$ cat src/rtl/ttt_move_input.sv
// Tic-tac-toe button front end: 2-flop sync, debounce, multi-press rejection, one-hot move strobe.
// Optional build macro TTT_OCCUPIED_FILTER_EN turns presses on taken cells into conflict strobes.
module ttt_move_input #(
    parameter int DEBOUNCE_CYCLES = 4,
    parameter int CNT_W           = 16
) (
    input  logic       clk,
    input  logic       reset,
    input  logic [8:0] btn_raw,
    input  logic [8:0] occupied,
    output logic       move_valid,
    output logic [8:0] move_pulse,
    output logic [3:0] move_cell,
    output logic       conflict,
    output logic       busy
);

    typedef enum logic [1:0] {
        IDLE,
        DEBOUNCE,
        EMIT,
        WAIT_RELEASE
    } state_t;

    localparam logic [CNT_W-1:0] CNT_MAX = CNT_W'(DEBOUNCE_CYCLES - 1);
    localparam logic [CNT_W-1:0] CNT_ONE = {{(CNT_W-1){1'b0}}, 1'b1};

    logic [8:0]       btn_meta_reg;
    logic [8:0]       btn_s_reg;
    state_t           state_reg, state_next;
    logic [8:0]       sel_reg, sel_next;
    logic [CNT_W-1:0] cnt_reg, cnt_next;
    logic             move_valid_reg, move_valid_next;
    logic [8:0]       move_pulse_reg, move_pulse_next;
    logic [3:0]       move_cell_reg, move_cell_next;
    logic             conflict_reg, conflict_next;
    logic             busy_reg, busy_next;

    logic             btn_any;
    logic             btn_multi;
    logic             sel_taken;
    logic [3:0]       sel_idx;
    logic [3:0]       idx_terms [9];

    always_ff @(posedge clk or posedge reset) begin
        if (reset) begin
            btn_meta_reg <= 9'd0;
            btn_s_reg    <= 9'd0;
        end else begin
            btn_meta_reg <= btn_raw;
            btn_s_reg    <= btn_meta_reg;
        end
    end

    assign btn_any   = (btn_s_reg != 9'd0);
    assign btn_multi = ((btn_s_reg & (btn_s_reg - 9'd1)) != 9'd0);

    // sel_reg is one-hot, so OR-ing per-bit index terms yields its binary index
    genvar gi;
    generate
        for (gi = 0; gi < 9; gi++) begin : g_idx
            assign idx_terms[gi] = sel_reg[gi] ? 4'(gi) : 4'd0;
        end
    endgenerate

    always_comb begin
        sel_idx = 4'd0;
        for (int k = 0; k < 9; k++) begin
            sel_idx = sel_idx | idx_terms[k];
        end
    end

`ifdef TTT_OCCUPIED_FILTER_EN
    assign sel_taken = |(occupied & sel_reg);
`else
    logic unused_occupied;
    assign unused_occupied = ^occupied;
    assign sel_taken       = 1'b0;
`endif

    always_comb begin
        state_next      = state_reg;
        sel_next        = sel_reg;
        cnt_next        = cnt_reg;
        move_valid_next = 1'b0;
        move_pulse_next = 9'd0;
        move_cell_next  = 4'd0;
        conflict_next   = 1'b0;
        case (state_reg)
            IDLE: begin
                if (btn_any && !btn_multi) begin
                    sel_next   = btn_s_reg;
                    cnt_next   = '0;
                    state_next = DEBOUNCE;
                end else if (btn_multi) begin
                    conflict_next = 1'b1;
                    cnt_next      = '0;
                    state_next    = WAIT_RELEASE;
                end
            end
            DEBOUNCE: begin
                if (btn_s_reg != sel_reg) begin
                    cnt_next   = '0;
                    state_next = IDLE;
                end else if (cnt_reg == CNT_MAX) begin
                    // Outputs are registered, so the EMIT-cycle strobe is decided here
                    state_next = EMIT;
                    if (sel_taken) begin
                        conflict_next = 1'b1;
                    end else begin
                        move_valid_next = 1'b1;
                        move_pulse_next = sel_reg;
                        move_cell_next  = sel_idx;
                    end
                end else begin
                    cnt_next = cnt_reg + CNT_ONE;
                end
            end
            EMIT: begin
                cnt_next   = '0;
                state_next = WAIT_RELEASE;
            end
            WAIT_RELEASE: begin
                if (btn_any) begin
                    cnt_next = '0;
                end else if (cnt_reg == CNT_MAX) begin
                    state_next = IDLE;
                end else begin
                    cnt_next = cnt_reg + CNT_ONE;
                end
            end
            default: begin
                cnt_next   = '0;
                state_next = IDLE;
            end
        endcase
        busy_next = (state_next != IDLE);
    end

    always_ff @(posedge clk or posedge reset) begin
        if (reset) begin
            state_reg      <= IDLE;
            sel_reg        <= 9'd0;
            cnt_reg        <= '0;
            move_valid_reg <= 1'b0;
            move_pulse_reg <= 9'd0;
            move_cell_reg  <= 4'd0;
            conflict_reg   <= 1'b0;
            busy_reg       <= 1'b0;
        end else begin
            state_reg      <= state_next;
            sel_reg        <= sel_next;
            cnt_reg        <= cnt_next;
            move_valid_reg <= move_valid_next;
            move_pulse_reg <= move_pulse_next;
            move_cell_reg  <= move_cell_next;
            conflict_reg   <= conflict_next;
            busy_reg       <= busy_next;
        end
    end

    assign move_valid = move_valid_reg;
    assign move_pulse = move_pulse_reg;
    assign move_cell  = move_cell_reg;
    assign conflict   = conflict_reg;
    assign busy       = busy_reg;

endmodule
$ cat config.mk
export PLATFORM = sky130hd
export DESIGN_NAME = ttt_move_input
export DESIGN_NICKNAME = d
export VERILOG_FILES = /design/src/rtl/ttt_move_input.sv
export SDC_FILE = /design/constraint.sdc
export NUM_CORES = 1
export LEC_CHECK = 0
export BUFFER_PORTS_ARGS = -buffer_cell sky130_fd_sc_hd__buf_2
export CAP_MARGIN = 5
export CORE_ASPECT_RATIO = 1.5
export CORE_UTILIZATION = 57
export CTS_CLUSTER_DIAMETER = 200
export CTS_CLUSTER_SIZE = 16
export DETAILED_ROUTE_END_ITERATION = 8
export PLACE_DENSITY_LB_ADDON = 0.25
export SYNTH_ARGS = -nofsm -noshare
export SYNTH_HDL_FRONTEND = slang
export SYNTH_SLANG_ARGS = --single-unit
$ cat constraint.sdc
create_clock -name clk -period 2.95 [get_ports clk]
set_input_delay 0.295 -clock clk [delete_from_list [all_inputs] [get_ports clk]]
set_output_delay 0.295 -clock clk [all_outputs]
set_load 0.05 [all_outputs]
---- Yosys cells after proc, flatten, opt, wreduce, memory -nomap -nowiden ----
Index checks and enable logic that the tools add are counted.
operators by class
  multiply operators ...................... 0
  divide/modulo/power cells ............... 0
  shifts and indexed selects .............. 0
  bitwise logic cells ..................... 8
  multiplexer cells ....................... 33
  reduce and logical (&&, ||, !) cells .... 7
  eq/ne operators ......................... 6
  add/subtract/negate cells ............... 2
  magnitude comparators ................... 0
operator list
  kind                     number
  $mux W16                 5
  $pmux W16 S4             1
  $mux W9                  3
  $reduce_bool A9 Y1       2
  $add A16 B1 Y16 const B  1
  $eq A16 B2 Y1 const B    1
  $mux W2                  8
  $mux W4                  4
  $mux W3                  4
  $and A9 B9 Y9            1
  $ne A9 B9 Y1             1
  $or A3 B3 Y3             3
  $sub A9 B1 Y9 const B    1
  $pmux W2 S4              1
  $mux W1                  7
  $eq A2 B2 Y1 const B     2
  $or A3 B4 Y4             1
  $ne A3 B3 Y1 const B     1
  $or A2 B3 Y3             1
  $eq A2 B1 Y1 const B     1
  $logic_not A2 Y1         1
  $or A1 B2 Y2             1
  $or A2 B2 Y2             1
  $reduce_and A2 Y1        1
  other kinds (3)          3
word-level totals
  memory bits (read-only) ................. 0
  bits in latches ......................... 0
  input port bits ......................... 20
  memories ................................ 0
  output and inout port bits .............. 16
  word-level logic and storage cells ...... 66
  bits in writable memories ............... 0
  bits in registers ....................... 61

---- Longest topological paths before layout ----
Gate-level depths: netlist of the first run.
  depth after elaboration ................. 11
  mapped depth ............................ 8
  gate-level depth less buffers ........... 6

---- Worst setup path before layout of the first run ----
No wires, ideal clock.
  kind .................................... reg2reg
  start ................................... register btn_s_reg[1]
  end ..................................... register sel_reg[0]
  path buffers ............................ 0
  cell stages (with the launch flop) ...... 6
  period minus slack after synthesis ...... 2.108 ns
  setup time .............................. 0.125 ns
  data required time ...................... 2.825 ns
  setup slack ............................. 0.842 ns
  data arrival time ....................... 1.984 ns
  cells stage by stage .................... dfrtp_1 -> or4_4 -> or4_4 -> o21ai_2 -> o21ai_2 -> mux2_2
on the way
  cells in the longest elaborated chain, start to end .. 6
  elaborated cells between the ends (all ways) .. 7
  classes of those cells .................. add/sub (1); bitwise (1); reduce/logical (5)
RTL lines
  element                        line  source
  from (decl)                    29    logic [8:0] btn_s_reg;
  from (signal assigned)         51    btn_s_reg <= btn_meta_reg;
  $sub A9 B1 Y9                  56    assign btn_multi = ((btn_s_reg & (btn_s_reg - 9'd1)) != 9'd0);
  $and A9 B9 Y9                  56
  $reduce_bool A9 Y1             56
  $logic_not A1 Y1               91    if (btn_any && !btn_multi) begin
  $logic_and A1 B1 Y1 *          91
  $reduce_and A2 Y1 (no line) *  n/a
  to (signal assigned)           152   sel_reg <= sel_next;
  to (decl)                      31    logic [8:0] sel_reg, sel_next;
Every way passes the cells marked *; elsewhere a longest branch is shown, timed or not.
A chain may end at the register's enable or synchronous reset.

---- Final worst setup path of the first run ----
  start ................................... register btn_s_reg[1]
  end ..................................... register cnt_reg[0]
on the way
  cells in the longest elaborated chain, start to end .. 7
  elaborated cells between the ends (all ways) .. 12
  classes of those cells .................. add/sub (1); eq/ne (2); mux (4); bitwise (1); reduce/logical (4)
RTL lines
  element               line  source
  $sub A9 B1 Y9         56
  $and A9 B9 Y9         56
  $reduce_bool A9 Y1    56
  $logic_not A1 Y1      91
  $logic_and A1 B1 Y1   91
  $mux W16              91
  $pmux W16 S4          89    case (state_reg)
  to (signal assigned)  153   cnt_reg <= cnt_next;
  to (decl)             32    logic [CNT_W-1:0] cnt_reg, cnt_next;
Parallel ways exist; a longest one is shown, timed or not.

==> flow_results.xml, run 1 <==
<?xml version="1.0" encoding="UTF-8"?>
<metrics>
  <group name="run_status">
    <metric name="status" unit="">finished with violations</metric>
    <metric name="violations" unit="">DRC</metric>
  </group>
  <group name="placement">
    <metric name="globalplace.congestion" unit="">0.861</metric>
    <metric name="buffer_ports.inserted" unit="">26</metric>
    <metric name="place_hpwl" unit="um">3440</metric>
    <metric name="dpl_cell_area" unit="um^2">2840</metric>
    <metric name="placed_cells" unit="">320</metric>
  </group>
  <group name="floorplanning">
    <metric name="die-width" unit="um">58.0</metric>
    <metric name="die-height" unit="um">86.0</metric>
    <metric name="core_rows" unit="">30</metric>
    <metric name="core_area" unit="um^2">4500</metric>
    <metric name="initial_core_util" unit="">0.595</metric>
    <metric name="dieArea" unit="um^2">4980</metric>
    <metric name="design.portCount" unit="">36</metric>
  </group>
  <group name="synthesis">
    <metric name="synth-seq-cells" unit="">60</metric>
    <metric name="synthArstFlopShare" unit="">1.00</metric>
    <metric name="synth_fp_nets" unit="">278</metric>
    <metric name="synth_cell_type_count" unit="">41</metric>
    <metric name="yosysSeqAreaShare" unit="">0.560</metric>
    <metric name="post_synth_instance_area" unit="um^2">2680</metric>
    <metric name="ys.warnings.count" unit="">0</metric>
    <metric name="syn_inst" unit="">257</metric>
    <metric name="post_synth_edffs" unit="">0</metric>
    <metric name="postSynthAreaPerCell" unit="um^2">10.4</metric>
    <metric name="synth_flop_cell" unit="">sky130_fd_sc_hd__dfrtp_1</metric>
  </group>
  <group name="global_routing">
    <metric name="globalRouteMet2Util" unit="">0.383</metric>
    <metric name="overflow" unit="">0</metric>
    <metric name="grtUsageMet3" unit="">0.0543</metric>
    <metric name="grt_max_degree" unit="">45</metric>
    <metric name="gr_met1_demand_resource" unit="">0.277</metric>
    <metric name="initial_antenna_violation_count" unit="">0</metric>
    <metric name="grt_pass1_vias" unit="">1834</metric>
    <metric name="grt-busiest-layer" unit="">met2</metric>
    <metric name="global_route_wire_length_before_repair" unit="um">8560</metric>
    <metric name="total_global_routing_track_utilization" unit="">0.233</metric>
  </group>
  <group name="clock_tree">
    <metric name="cts_setup_buffers" unit="">0</metric>
    <metric name="clk_latency" unit="ps">330</metric>
    <metric name="clock_path_buffers" unit="">2</metric>
    <metric name="tritoncts.num_buffers" unit="">9</metric>
    <metric name="clock_tree.root_cell" unit="">sky130_fd_sc_hd__clkbuf_8</metric>
    <metric name="tritoncts" unit="">built</metric>
    <metric name="numClockSinks" unit="">60</metric>
    <metric name="clk_pin_slew" unit="ps">70</metric>
    <metric name="htree_levels" unit="">3</metric>
  </group>
  <group name="power">
    <metric name="vdd_ir_drop_max" unit="V">0.000394</metric>
    <metric name="total_leakage_power" unit="nW">1.36</metric>
    <metric name="power-per-cell-area" unit="nW/um^2">534</metric>
  </group>
  <group name="setup_path">
    <metric name="worst_r2r_endpoint" unit="">cnt_reg[0]$_DFFE_PP0P_</metric>
    <metric name="critical_path.max_fanout" unit="">10</metric>
    <metric name="critical_path.n_buffers_inverters" unit="">1</metric>
    <metric name="crit-reg2reg-launch" unit="">btn_s_reg[1]$_DFF_PP0_</metric>
    <metric name="rr_worst_depth" unit="">6</metric>
    <metric name="cp-end-kind" unit="">flip-flop</metric>
    <metric name="timing.critical_path.required" unit="ps">3190</metric>
    <metric name="worst_ep_arrival_time" unit="ps">2540</metric>
    <metric name="crit_path_cell_trace" unit="">or4_4 &gt; nand4bb_1 &gt; nor3_2 &gt; buf_4 &gt; nand2_1 &gt; o211ai_1</metric>
    <metric name="crit_cells" unit="">6</metric>
    <metric name="slowest_delay" unit="ps">600</metric>
    <metric name="crit_family" unit="">simple AND/OR/NAND/NOR gates</metric>
    <metric name="critical_path_class" unit="">flip-flop to flip-flop</metric>
    <metric name="destination_of_the_critical_timing_path" unit="">cnt_reg[0]$_DFFE_PP0P_</metric>
    <metric name="start_kind" unit="">flip-flop</metric>
    <metric name="flop_to_flop_setup_slack" unit="ps">650</metric>
    <metric name="cp_slowest_cell" unit="">sky130_fd_sc_hd__or4_4</metric>
    <metric name="critical_path.startpoint" unit="">btn_s_reg[1]$_DFF_PP0_</metric>
  </group>
  <group name="job">
    <metric name="max_cap_violations" unit="">0</metric>
  </group>
  <group name="routing">
    <metric name="ant_nets" unit="">0</metric>
    <metric name="num_vias" unit="">2001</metric>
    <metric name="avg_wl_per_cell" unit="um">15.1</metric>
    <metric name="route.detailed.drc" unit="">1</metric>
    <metric name="detail_route.iter0.violations" unit="">98</metric>
    <metric name="drt-total-wl" unit="um">5100</metric>
    <metric name="detail_route.vias_per_cell" unit="">5.94</metric>
    <metric name="drt_pass1_iterations" unit="">6</metric>
  </group>
  <group name="sta">
    <metric name="finalWorstPathRequiredPeriod" unit="ps">2300</metric>
    <metric name="grt_setup_unrepaired" unit="">false</metric>
    <metric name="report.final.slew_viol_count" unit="">0</metric>
    <metric name="clock-skew-final" unit="ps">8.80</metric>
    <metric name="clock.fmax" unit="MHz">435</metric>
    <metric name="timing.max_slew.rel_slack" unit="">0.592</metric>
    <metric name="final_hold_viol_count" unit="">0</metric>
    <metric name="timing.final.setup_violations" unit="">0</metric>
    <metric name="timing.final.crit_share" unit="">0.780</metric>
    <metric name="worst_slew_pin_slew" unit="ps">611</metric>
    <metric name="finalSetupTns" unit="ps">0</metric>
  </group>
  <group name="final_layout">
    <metric name="mostFrequentLayoutCells" unit="">sky130_fd_sc_hd__dfrtp_1, sky130_fd_sc_hd__nand2_1, sky130_fd_sc_hd__buf_2, sky130_fd_sc_hd__nor2_1</metric>
    <metric name="final_layout_size_suffix_gt1_frac" unit="">0.221</metric>
    <metric name="finish.cell_count_without_fillers" unit="">337</metric>
    <metric name="flow.area_growth_from_synthesis" unit="%">14.0</metric>
    <metric name="layout_commonest_cell" unit="">sky130_fd_sc_hd__dfrtp_1</metric>
    <metric name="diodes" unit="">0</metric>
    <metric name="largest_register_ff_count" unit="">16</metric>
    <metric name="design.final.nets" unit="">305</metric>
    <metric name="non_filler_cell_area_final" unit="um^2">3050</metric>
  </group>
  <group name="worst_hold_path">
    <metric name="hold_class" unit="">input pin to flip-flop</metric>
  </group>
</metrics>
-- worst register-to-register path, delay by kind of cell (launching register included) --
kind	cells	cell delay, ps
AND/OR/NAND/NOR	4	1410
buffers and inverters	1	270
flip-flops	1	430
AO/OA/AOI/OAI	1	110
-- area by class of cell --
| class | instances | area, um^2 |
|---|---|---|
| multi-input cells | 177 | 1100 |
| flip-flops and latches | 60 | 1500 |
| inverters | 5 | 18.8 |
| repair buffers | 31 | 170 |
| clock buffers | 12 | 155 |
| fillers | 358 | 1450 |
| well taps | 48 | 60.1 |
| clock inverters | 4 | 47.5 |
-- per-layer routing --
metal	wire, um	share of wire
met5	0	0
met4	139	0.027
met3	184	0.036
met2	2690	0.53
met1	2080	0.41
-- worst min path at each step --
stage	end	from	cells past startpoint	slack (ps)
finish	btn_meta_reg[5]$_DFF_PP0_	btn_raw[5]	1	70
global route	btn_meta_reg[3]$_DFF_PP0_	btn_raw[3]	1	40
detailed placement	btn_s_reg[1]$_DFF_PP0_	reset	2	280
global placement	btn_meta_reg[1]$_DFF_PP0_	reset	2	270
floorplan	btn_meta_reg[0]$_DFF_PP0_	btn_raw[0]	0	330
CTS	btn_meta_reg[5]$_DFF_PP0_	btn_raw[5]	1	50
-- Yosys cell counts, drive strengths merged (3+ instances only) --
cell    count  area share
dfrtp      60        0.56
nand2      35       0.049
nor2       20       0.032
o21ai      19       0.038
o211ai     15       0.042
nor3       11       0.022
and3       10       0.023
clkbuf     10       0.014
mux2        9       0.038
xnor2       8       0.026
nor4        6       0.014
buf         5       0.010
inv         5      0.0070
nand3       5      0.0093
nand4       5       0.012
a21oi       4      0.0075
and4        4       0.013
nand2b      3      0.0070
-- power by group --
group	internal, mW	switching [mW]
Sequential	0.837	0.0156
Combinational	0.0182	0.0269
Clock	0.433	0.300
-- cell families after synthesis --
logic type / after synthesis / synth area share
simple gates: 107 / 0.207
xor+xnor: 9 / 0.0294
mux: 9 / 0.0378
flops: 60 / 0.560
compound gates: 49 / 0.121
fa+ha+maj: 3 / 0.0121
buf+inv: 20 / 0.0313
-- repair_timing --
item / CTS / global route
hold buffers: 1 / 0
gates resized for setup: 0 / 0
endpoints found under the hold margin: 16 / 0
-- through the flow --
step	utilization	power (mW)	setup slack [ps]	hold WS [ps]
2_1_floorplan	-	0.895	842	326
3_3_place_gp	0.631	0.911	686	268
3_5_place_dp	0.631	0.913	690	279
4_1_cts	0.678	1.66	661	46.5
5_1_grt	0.678	1.70	504	41.8
6_report	0.678	1.63	649	65.9
Note: power is estimated with default switching activity, not from simulation.
==> run 2: changes to the inputs <==
==> constraint.sdc (replaced) <==
create_clock -name clk -period 2.2 [get_ports clk]
set_input_delay 0.22 -clock clk [delete_from_list [all_inputs] [get_ports clk]]
set_output_delay 0.22 -clock clk [all_outputs]
set_load 0.05 [all_outputs]
==> run 2 against run 1 <==
  * The run still ends with DRC left
  * Sequential cell count unchanged
  * Clock skew about the same
  * Register-to-register slack worse by 640 ps
  * Non-clock buffer count rose by 20
  * Combinational power grew 100%
  * Count of clock-buffer cells in the layout shrank 1
  * Wire length grew 11%
  * Cell area rose by 6.4%
  * Total power grew 33%
  * Largest cell class unchanged
  * Largest power group unchanged
  * Highest routed layer unchanged
==> flow_results.xml, run 2 (synthesis results as in run 1) <==
<?xml version="1.0" encoding="UTF-8"?>
<metrics>
  <group name="sta">
    <metric name="clock-skew-final" unit="ps">8.69</metric>
    <metric name="timing.hold.ws" unit="ps">351</metric>
    <metric name="finalWorstPathRequiredPeriod" unit="ps">2200</metric>
    <metric name="timing.final.setup_violations" unit="">0</metric>
    <metric name="grt_setup_unrepaired" unit="">true</metric>
    <metric name="report.final.slew_viol_count" unit="">0</metric>
    <metric name="timing.max_slew.rel_slack" unit="">0.559</metric>
    <metric name="final_hold_viol_count" unit="">0</metric>
    <metric name="final_critical_path_setup_slack" unit="ps">4.09</metric>
    <metric name="timing.final.crit_share" unit="">0.998</metric>
    <metric name="worst_slew_pin_slew" unit="ps">661</metric>
    <metric name="clock.fmax" unit="MHz">455</metric>
  </group>
  <group name="final_layout">
    <metric name="largest_register_ff_count" unit="">16</metric>
    <metric name="final_layout_size_suffix_gt1_frac" unit="">0.249</metric>
    <metric name="finish.cell_count_without_fillers" unit="">357</metric>
    <metric name="layout_commonest_cell" unit="">sky130_fd_sc_hd__dfrtp_1</metric>
    <metric name="design.final.nets" unit="">325</metric>
    <metric name="area.sequential" unit="um^2">1500</metric>
    <metric name="diodes" unit="">0</metric>
    <metric name="multi_input_area" unit="um^2">1130</metric>
    <metric name="flow.area_growth_from_synthesis" unit="%">21.3</metric>
    <metric name="fillCellCount" unit="">356</metric>
    <metric name="non_filler_cell_area_final" unit="um^2">3250</metric>
    <metric name="mostFrequentLayoutCells" unit="">sky130_fd_sc_hd__dfrtp_1, sky130_fd_sc_hd__nand2_1, sky130_fd_sc_hd__buf_2, sky130_fd_sc_hd__nor2_1, sky130_fd_sc_hd__o211ai_1</metric>
  </group>
  <group name="clock_tree">
    <metric name="clk_pin_slew" unit="ps">60</metric>
    <metric name="clk_latency" unit="ps">330</metric>
    <metric name="tritoncts" unit="">built</metric>
    <metric name="tritoncts.num_buffers" unit="">9</metric>
    <metric name="clock_path_buffers" unit="">2</metric>
    <metric name="clock_tree.root_cell" unit="">sky130_fd_sc_hd__clkbuf_8</metric>
    <metric name="numClockSinks" unit="">60</metric>
    <metric name="htree_levels" unit="">3</metric>
  </group>
  <group name="floorplanning">
    <metric name="core_rows" unit="">30</metric>
    <metric name="design.portCount" unit="">36</metric>
    <metric name="die-height" unit="um">86.0</metric>
    <metric name="core_area" unit="um^2">4500</metric>
    <metric name="die-width" unit="um">58.0</metric>
    <metric name="dieArea" unit="um^2">4980</metric>
    <metric name="initial_core_util" unit="">0.595</metric>
  </group>
  <group name="global_routing">
    <metric name="grt_max_degree" unit="">24</metric>
    <metric name="overflow" unit="">0</metric>
    <metric name="global_route_wire_length_before_repair" unit="um">9320</metric>
    <metric name="grt_pass1_vias" unit="">2134</metric>
    <metric name="total_global_routing_track_utilization" unit="">0.252</metric>
    <metric name="initial_antenna_violation_count" unit="">0</metric>
  </group>
  <group name="placement">
    <metric name="globalplace.congestion" unit="">0.852</metric>
    <metric name="placed_cells" unit="">330</metric>
    <metric name="place_hpwl" unit="um">3760</metric>
    <metric name="detailedPlace.worstSlack" unit="ps">-29.0</metric>
    <metric name="buffer_ports.inserted" unit="">26</metric>
    <metric name="dpl_cell_area" unit="um^2">2920</metric>
  </group>
  <group name="power">
    <metric name="clock_power_frac" unit="">0.429</metric>
    <metric name="switchingPower" unit="mW">0.477</metric>
    <metric name="power.share.combinational" unit="">0.042</metric>
    <metric name="power_report.internal_total" unit="mW">1.68</metric>
    <metric name="sequential_cell_fraction_of_total_power" unit="">0.528</metric>
    <metric name="total_leakage_power" unit="nW">1.45</metric>
    <metric name="power.total" unit="mW">2.16</metric>
    <metric name="vdd_ir_drop_max" unit="V">0.000497</metric>
    <metric name="power-per-cell-area" unit="nW/um^2">665</metric>
    <metric name="netSwitchingFraction" unit="">0.221</metric>
  </group>
  <group name="routing">
    <metric name="detail_route.iter0.violations" unit="">122</metric>
    <metric name="num_vias" unit="">2101</metric>
    <metric name="avg_wl_per_cell" unit="um">15.8</metric>
    <metric name="ant_nets" unit="">0</metric>
    <metric name="detail_route.vias_per_cell" unit="">5.89</metric>
    <metric name="drt-total-wl" unit="um">5660</metric>
    <metric name="route.detailed.drc" unit="">1</metric>
    <metric name="drt_pass1_iterations" unit="">6</metric>
  </group>
  <group name="setup_path">
    <metric name="worst_ep_arrival_time" unit="ps">2410</metric>
    <metric name="critical_path_class" unit="">flip-flop to flip-flop</metric>
    <metric name="cp-end-kind" unit="">flip-flop</metric>
    <metric name="crit_path_cell_trace" unit="">or4_4 &gt; or4_4 &gt; o21ai_4 &gt; o21ai_4 &gt; mux2_2</metric>
    <metric name="timing.critical_path.required" unit="ps">2410</metric>
    <metric name="critical_path.max_fanout" unit="">9</metric>
    <metric name="slowest_delay" unit="ps">590</metric>
    <metric name="start_kind" unit="">flip-flop</metric>
    <metric name="cp_slowest_cell" unit="">sky130_fd_sc_hd__or4_4</metric>
  </group>
  <group name="job">
    <metric name="max_cap_violations" unit="">0</metric>
  </group>
  <group name="run_status">
    <metric name="violations" unit="">DRC</metric>
    <metric name="status" unit="">finished with violations</metric>
  </group>
  <group name="worst_hold_path">
    <metric name="hold_class" unit="">flip-flop to flip-flop</metric>
  </group>
</metrics>
run 2: power groups by stage:
| stage | clock network [mW] | logic [mW] | registers [mW] |
|---|---|---|---|
| floorplan | 0 | 0.0494 | 1.15 |
| global placement | 0 | 0.0726 | 1.16 |
| detailed placement | 0 | 0.0741 | 1.16 |
| CTS | 0.951 | 0.0902 | 1.14 |
| global route | 0.995 | 0.102 | 1.14 |
| finish | 0.927 | 0.0914 | 1.14 |
run 2: layout make-up:
cell class	instances	share of cell area
Sequential cell	60	0.462
Multi-Input combinational cell	177	0.349
Timing Repair Buffer	51	0.108
Clock buffer	11	0.0404
Tap cell	48	0.0185
Clock inverter	5	0.0162
Inverter	5	0.00578
run 2: worst max-delay path, delay by kind of cell, from the launching register on:
family	cells	cell delay [ps]
mux	1	320
simple gates	2	1070
flops	1	410
compound gates	2	280
run 2: path summary, 6_finish.rpt:
kind	startpoint	endpoint	slack [ps]	cells past startpoint
setup / recovery	btn_s_reg[1]$_DFF_PP0_	sel_reg[3]$_DFFE_PP0P_	4	5
hold / removal	btn_meta_reg[4]$_DFF_PP0_	btn_s_reg[4]$_DFF_PP0_	350	0
setup reg to reg	btn_s_reg[1]$_DFF_PP0_	sel_reg[3]$_DFFE_PP0P_	4	5
hold reg to reg	btn_meta_reg[4]$_DFF_PP0_	btn_s_reg[4]$_DFF_PP0_	350	0
max in group asynchronous	reset	busy$_DFF_PP0_	1120	4
min in group asynchronous	reset	sel_reg[6]$_DFFE_PP0P_	430	3
run 2: routing by layer:
metal / vias to the layer above / wire length, um / global-route usage / share of wire
li1: 1020 / - / - / -
met1: 1025 / 2150 / 0.263 / 0.38
met5: - / 0 / 0 / 0
met4: 0 / 161 / 0.132 / 0.028
met2: 40 / 3170 / 0.450 / 0.56
met3: 16 / 176 / 0.0679 / 0.031
run 2: what timing repair did:
| action | CTS | global route |
|---|---|---|
| endpoints found under the hold margin | 28 | 0 |
| gates resized for setup | 7 | 4 |
| pin swaps | 1 | 1 |
| endpoints found under the setup margin | 10 | 18 |
| cloned | 0 | 0 |
| hold buffers | 10 | 0 |
| buffers inserted | 0 | 1 |
run 2: through the flow:
stage / utilization / TNS (ps)
after CTS: 0.716 / 0
after detailed placement: 0.647 / -190
after global routing: 0.721 / -187
after floorplan: - / 0
final: 0.721 / 0
after global placement: 0.647 / 0
==> run 3: changes to the inputs <==
--- a/config.mk
+++ b/config.mk
@@ -8,7 +8,8 @@
 export BUFFER_PORTS_ARGS = -buffer_cell sky130_fd_sc_hd__buf_2
 export CAP_MARGIN = 5
 export CORE_ASPECT_RATIO = 1.5
-export CORE_UTILIZATION = 57
+export CORE_UTILIZATION = 59
+export CTS_BUF_LIST = sky130_fd_sc_hd__clkbuf_8
 export CTS_CLUSTER_DIAMETER = 200
 export CTS_CLUSTER_SIZE = 16
 export DETAILED_ROUTE_END_ITERATION = 8
==> run 3 against run 2 <==
  * Via count is 0.71% higher
  * Register-to-register slack is essentially flat
  * Largest power group unchanged
  * Hold slack worse by 1.6 ps
  * The flow finishes with violations (DRC, setup timing)
  * Non-clock buffer count is the same
==> flow_results.xml, run 3 (synthesis results as in run 1) <==
<?xml version="1.0" encoding="UTF-8"?>
<metrics>
  <group name="run_status">
    <metric name="status" unit="">finished with violations</metric>
    <metric name="violations" unit="">DRC, setup timing</metric>
  </group>
  <group name="global_routing">
    <metric name="initial_antenna_violation_count" unit="">0</metric>
    <metric name="global_route_wire_length_before_repair" unit="um">8910</metric>
    <metric name="grt_max_degree" unit="">40</metric>
    <metric name="total_global_routing_track_utilization" unit="">0.254</metric>
    <metric name="overflow" unit="">0</metric>
    <metric name="grt_pass1_vias" unit="">1980</metric>
  </group>
  <group name="setup_path">
    <metric name="cp_slowest_cell" unit="">sky130_fd_sc_hd__or4_4</metric>
    <metric name="rr_worst_depth" unit="">5</metric>
    <metric name="crit-reg2reg-launch" unit="">btn_s_reg[4]$_DFF_PP0_</metric>
    <metric name="crit_cells" unit="">5</metric>
    <metric name="start_kind" unit="">flip-flop</metric>
    <metric name="slowest_delay" unit="ps">590</metric>
    <metric name="critical_path.max_fanout" unit="">9</metric>
    <metric name="critical_path.n_buffers_inverters" unit="">0</metric>
    <metric name="cp-end-kind" unit="">flip-flop</metric>
    <metric name="crit_path_cell_trace" unit="">or4_4 &gt; or4_4 &gt; o21ai_4 &gt; o21ai_4 &gt; mux2_2</metric>
    <metric name="crit_family" unit="">simple AND/OR/NAND/NOR gates</metric>
    <metric name="worst_r2r_endpoint" unit="">sel_reg[8]$_DFFE_PP0P_</metric>
    <metric name="critical_path_class" unit="">flip-flop to flip-flop</metric>
    <metric name="flop_to_flop_setup_slack" unit="ps">-0.8</metric>
    <metric name="timing.critical_path.required" unit="ps">2420</metric>
    <metric name="worst_ep_arrival_time" unit="ps">2420</metric>
  </group>
  <group name="routing">
    <metric name="avg_wl_per_cell" unit="um">15.3</metric>
    <metric name="detail_route.vias_per_cell" unit="">5.96</metric>
    <metric name="drt_pass1_iterations" unit="">7</metric>
    <metric name="drt-total-wl" unit="um">5450</metric>
    <metric name="detail_route.iter0.violations" unit="">192</metric>
    <metric name="ant_nets" unit="">0</metric>
    <metric name="num_vias" unit="">2116</metric>
    <metric name="route.detailed.drc" unit="">2</metric>
  </group>
  <group name="worst_hold_path">
    <metric name="hold_class" unit="">flip-flop to flip-flop</metric>
    <metric name="worstHoldStart" unit="">btn_meta_reg[7]$_DFF_PP0_</metric>
    <metric name="worstHoldPathCells" unit="">0</metric>
    <metric name="hold-path-endpoint" unit="">btn_s_reg[7]$_DFF_PP0_</metric>
  </group>
  <group name="floorplanning">
    <metric name="dieArea" unit="um^2">4820</metric>
    <metric name="core_area" unit="um^2">4280</metric>
    <metric name="initial_core_util" unit="">0.626</metric>
    <metric name="die-width" unit="um">57.0</metric>
    <metric name="design.portCount" unit="">36</metric>
    <metric name="die-height" unit="um">84.5</metric>
    <metric name="core_rows" unit="">29</metric>
  </group>
  <group name="placement">
    <metric name="place_hpwl" unit="um">3670</metric>
    <metric name="globalplace.congestion" unit="">0.854</metric>
    <metric name="detailedPlace.worstSlack" unit="ps">-175</metric>
    <metric name="buffer_ports.inserted" unit="">26</metric>
  </group>
  <group name="clock_tree">
    <metric name="tritoncts" unit="">built</metric>
    <metric name="tritoncts.num_buffers" unit="">9</metric>
    <metric name="numClockSinks" unit="">60</metric>
    <metric name="clock_path_buffers" unit="">2</metric>
    <metric name="clock_tree.root_cell" unit="">sky130_fd_sc_hd__clkbuf_8</metric>
    <metric name="htree_levels" unit="">3</metric>
    <metric name="clk_latency" unit="ps">340</metric>
    <metric name="clk_pin_slew" unit="ps">70</metric>
    <metric name="cts_setup_buffers" unit="">0</metric>
  </group>
  <group name="power">
    <metric name="power.share.combinational" unit="">0.043</metric>
    <metric name="clock_power_frac" unit="">0.421</metric>
    <metric name="switchingPower" unit="mW">0.495</metric>
    <metric name="sequential_cell_fraction_of_total_power" unit="">0.536</metric>
    <metric name="total_leakage_power" unit="nW">1.46</metric>
    <metric name="vdd_ir_drop_max" unit="V">0.000589</metric>
    <metric name="power_report.internal_total" unit="mW">1.64</metric>
    <metric name="power-per-cell-area" unit="nW/um^2">651</metric>
    <metric name="netSwitchingFraction" unit="">0.232</metric>
  </group>
  <group name="final_layout">
    <metric name="diodes" unit="">0</metric>
    <metric name="flow.area_growth_from_synthesis" unit="%">22.2</metric>
    <metric name="design.final.nets" unit="">325</metric>
    <metric name="fillCellCount" unit="">293</metric>
    <metric name="mostFrequentLayoutCells" unit="">sky130_fd_sc_hd__dfrtp_1, sky130_fd_sc_hd__nand2_1, sky130_fd_sc_hd__buf_2, sky130_fd_sc_hd__nor2_1, sky130_fd_sc_hd__o211ai_1</metric>
    <metric name="largest_register_ff_count" unit="">16</metric>
    <metric name="layout_commonest_cell" unit="">sky130_fd_sc_hd__dfrtp_1</metric>
    <metric name="final_layout_size_suffix_gt1_frac" unit="">0.259</metric>
  </group>
  <group name="sta">
    <metric name="finalWorstPathRequiredPeriod" unit="ps">2200</metric>
    <metric name="clock-skew-final" unit="ps">5.49</metric>
    <metric name="finalSetupTns" unit="ps">-0.754</metric>
    <metric name="timing.final.crit_share" unit="">1.00</metric>
    <metric name="final_hold_viol_count" unit="">0</metric>
    <metric name="timing.max_slew.rel_slack" unit="">0.660</metric>
    <metric name="report.final.slew_viol_count" unit="">0</metric>
    <metric name="clock.fmax" unit="MHz">454</metric>
    <metric name="final_critical_path_setup_slack" unit="ps">-0.754</metric>
    <metric name="worst_slew_pin_slew" unit="ps">510</metric>
    <metric name="grt_setup_unrepaired" unit="">true</metric>
    <metric name="timing.final.setup_violations" unit="">1</metric>
  </group>
  <group name="job">
    <metric name="max_cap_violations" unit="">0</metric>
  </group>
</metrics>
## run 3: cell count changes in the layout (fill, tap and decap cells not counted), moves of 2 or more
cell,change
sky130_fd_sc_hd__clkbuf_1,-2
sky130_fd_sc_hd__clkinv_2,-2
sky130_fd_sc_hd__clkinvlp_4,+2
sky130_fd_sc_hd__clkbuf_8,+2
## run 3: worst max-delay path by stage
stage,start,endpoint
2_1_floorplan,btn_s_reg[1]$_DFF_PP0_,sel_reg[0]$_DFFE_PP0P_
3_3_place_gp,btn_s_reg[1]$_DFF_PP0_,sel_reg[8]$_DFFE_PP0P_
3_5_place_dp,btn_s_reg[4]$_DFF_PP0_,sel_reg[6]$_DFFE_PP0P_
4_1_cts,btn_s_reg[1]$_DFF_PP0_,sel_reg[8]$_DFFE_PP0P_
5_1_grt,btn_s_reg[4]$_DFF_PP0_,sel_reg[8]$_DFFE_PP0P_
6_report,btn_s_reg[4]$_DFF_PP0_,sel_reg[8]$_DFFE_PP0P_
## run 3: final cells by class
type / count / area, um^2 / area share
flip-flops and latches: 60 / 1500 / 0.459
clock inverters: 5 / 36.3 / 0.0111
well taps: 46 / 57.6 / 0.0176
inverters: 5 / 18.8 / 0.00573
multi-input cells: 177 / 1150 / 0.351
repair buffers: 51 / 359 / 0.110
clock buffers: 11 / 151 / 0.0463
## run 3: metrics by stage
stage                     cells  hold WS, ps  instance area (um^2)  total power [mW]   util
after global routing        355          353                  3270              2.22  0.764
after detailed placement    329          278                  2930              1.24  0.685
after CTS                   355          350                  3250              2.15  0.759
after floorplan             257          251                  2680              1.20      -
final                       355          350                  3270              2.13  0.764
after global placement      329          271                  2930              1.23  0.685
## run 3: power by group through the flow
stage / Sequential (mW) / Clock [mW] / Combinational [mW]
after floorplan: 1.15 / 0 / 0.0494
after global placement: 1.16 / 0 / 0.0743
after detailed placement: 1.16 / 0 / 0.0767
after CTS: 1.14 / 0.920 / 0.0927
after global routing: 1.14 / 0.974 / 0.102
final: 1.14 / 0.896 / 0.0926
## run 3: repair_timing
item | in CTS | in global routing
endpoints found under the setup margin | 9 | 22
endpoints found under the hold margin | 30 | 0
pin swaps | 0 | 4
resized for setup | 7 | 6
hold buffers | 10 | 0
## run 3: metal layers
layer	vias to the layer above	GRT usage	share of wire
li1	1023	-	-
met1	1007	0.281	0.39
met2	62	0.407	0.52
met3	24	0.0847	0.041
met4	0	0.173	0.043
met5	-	0	0
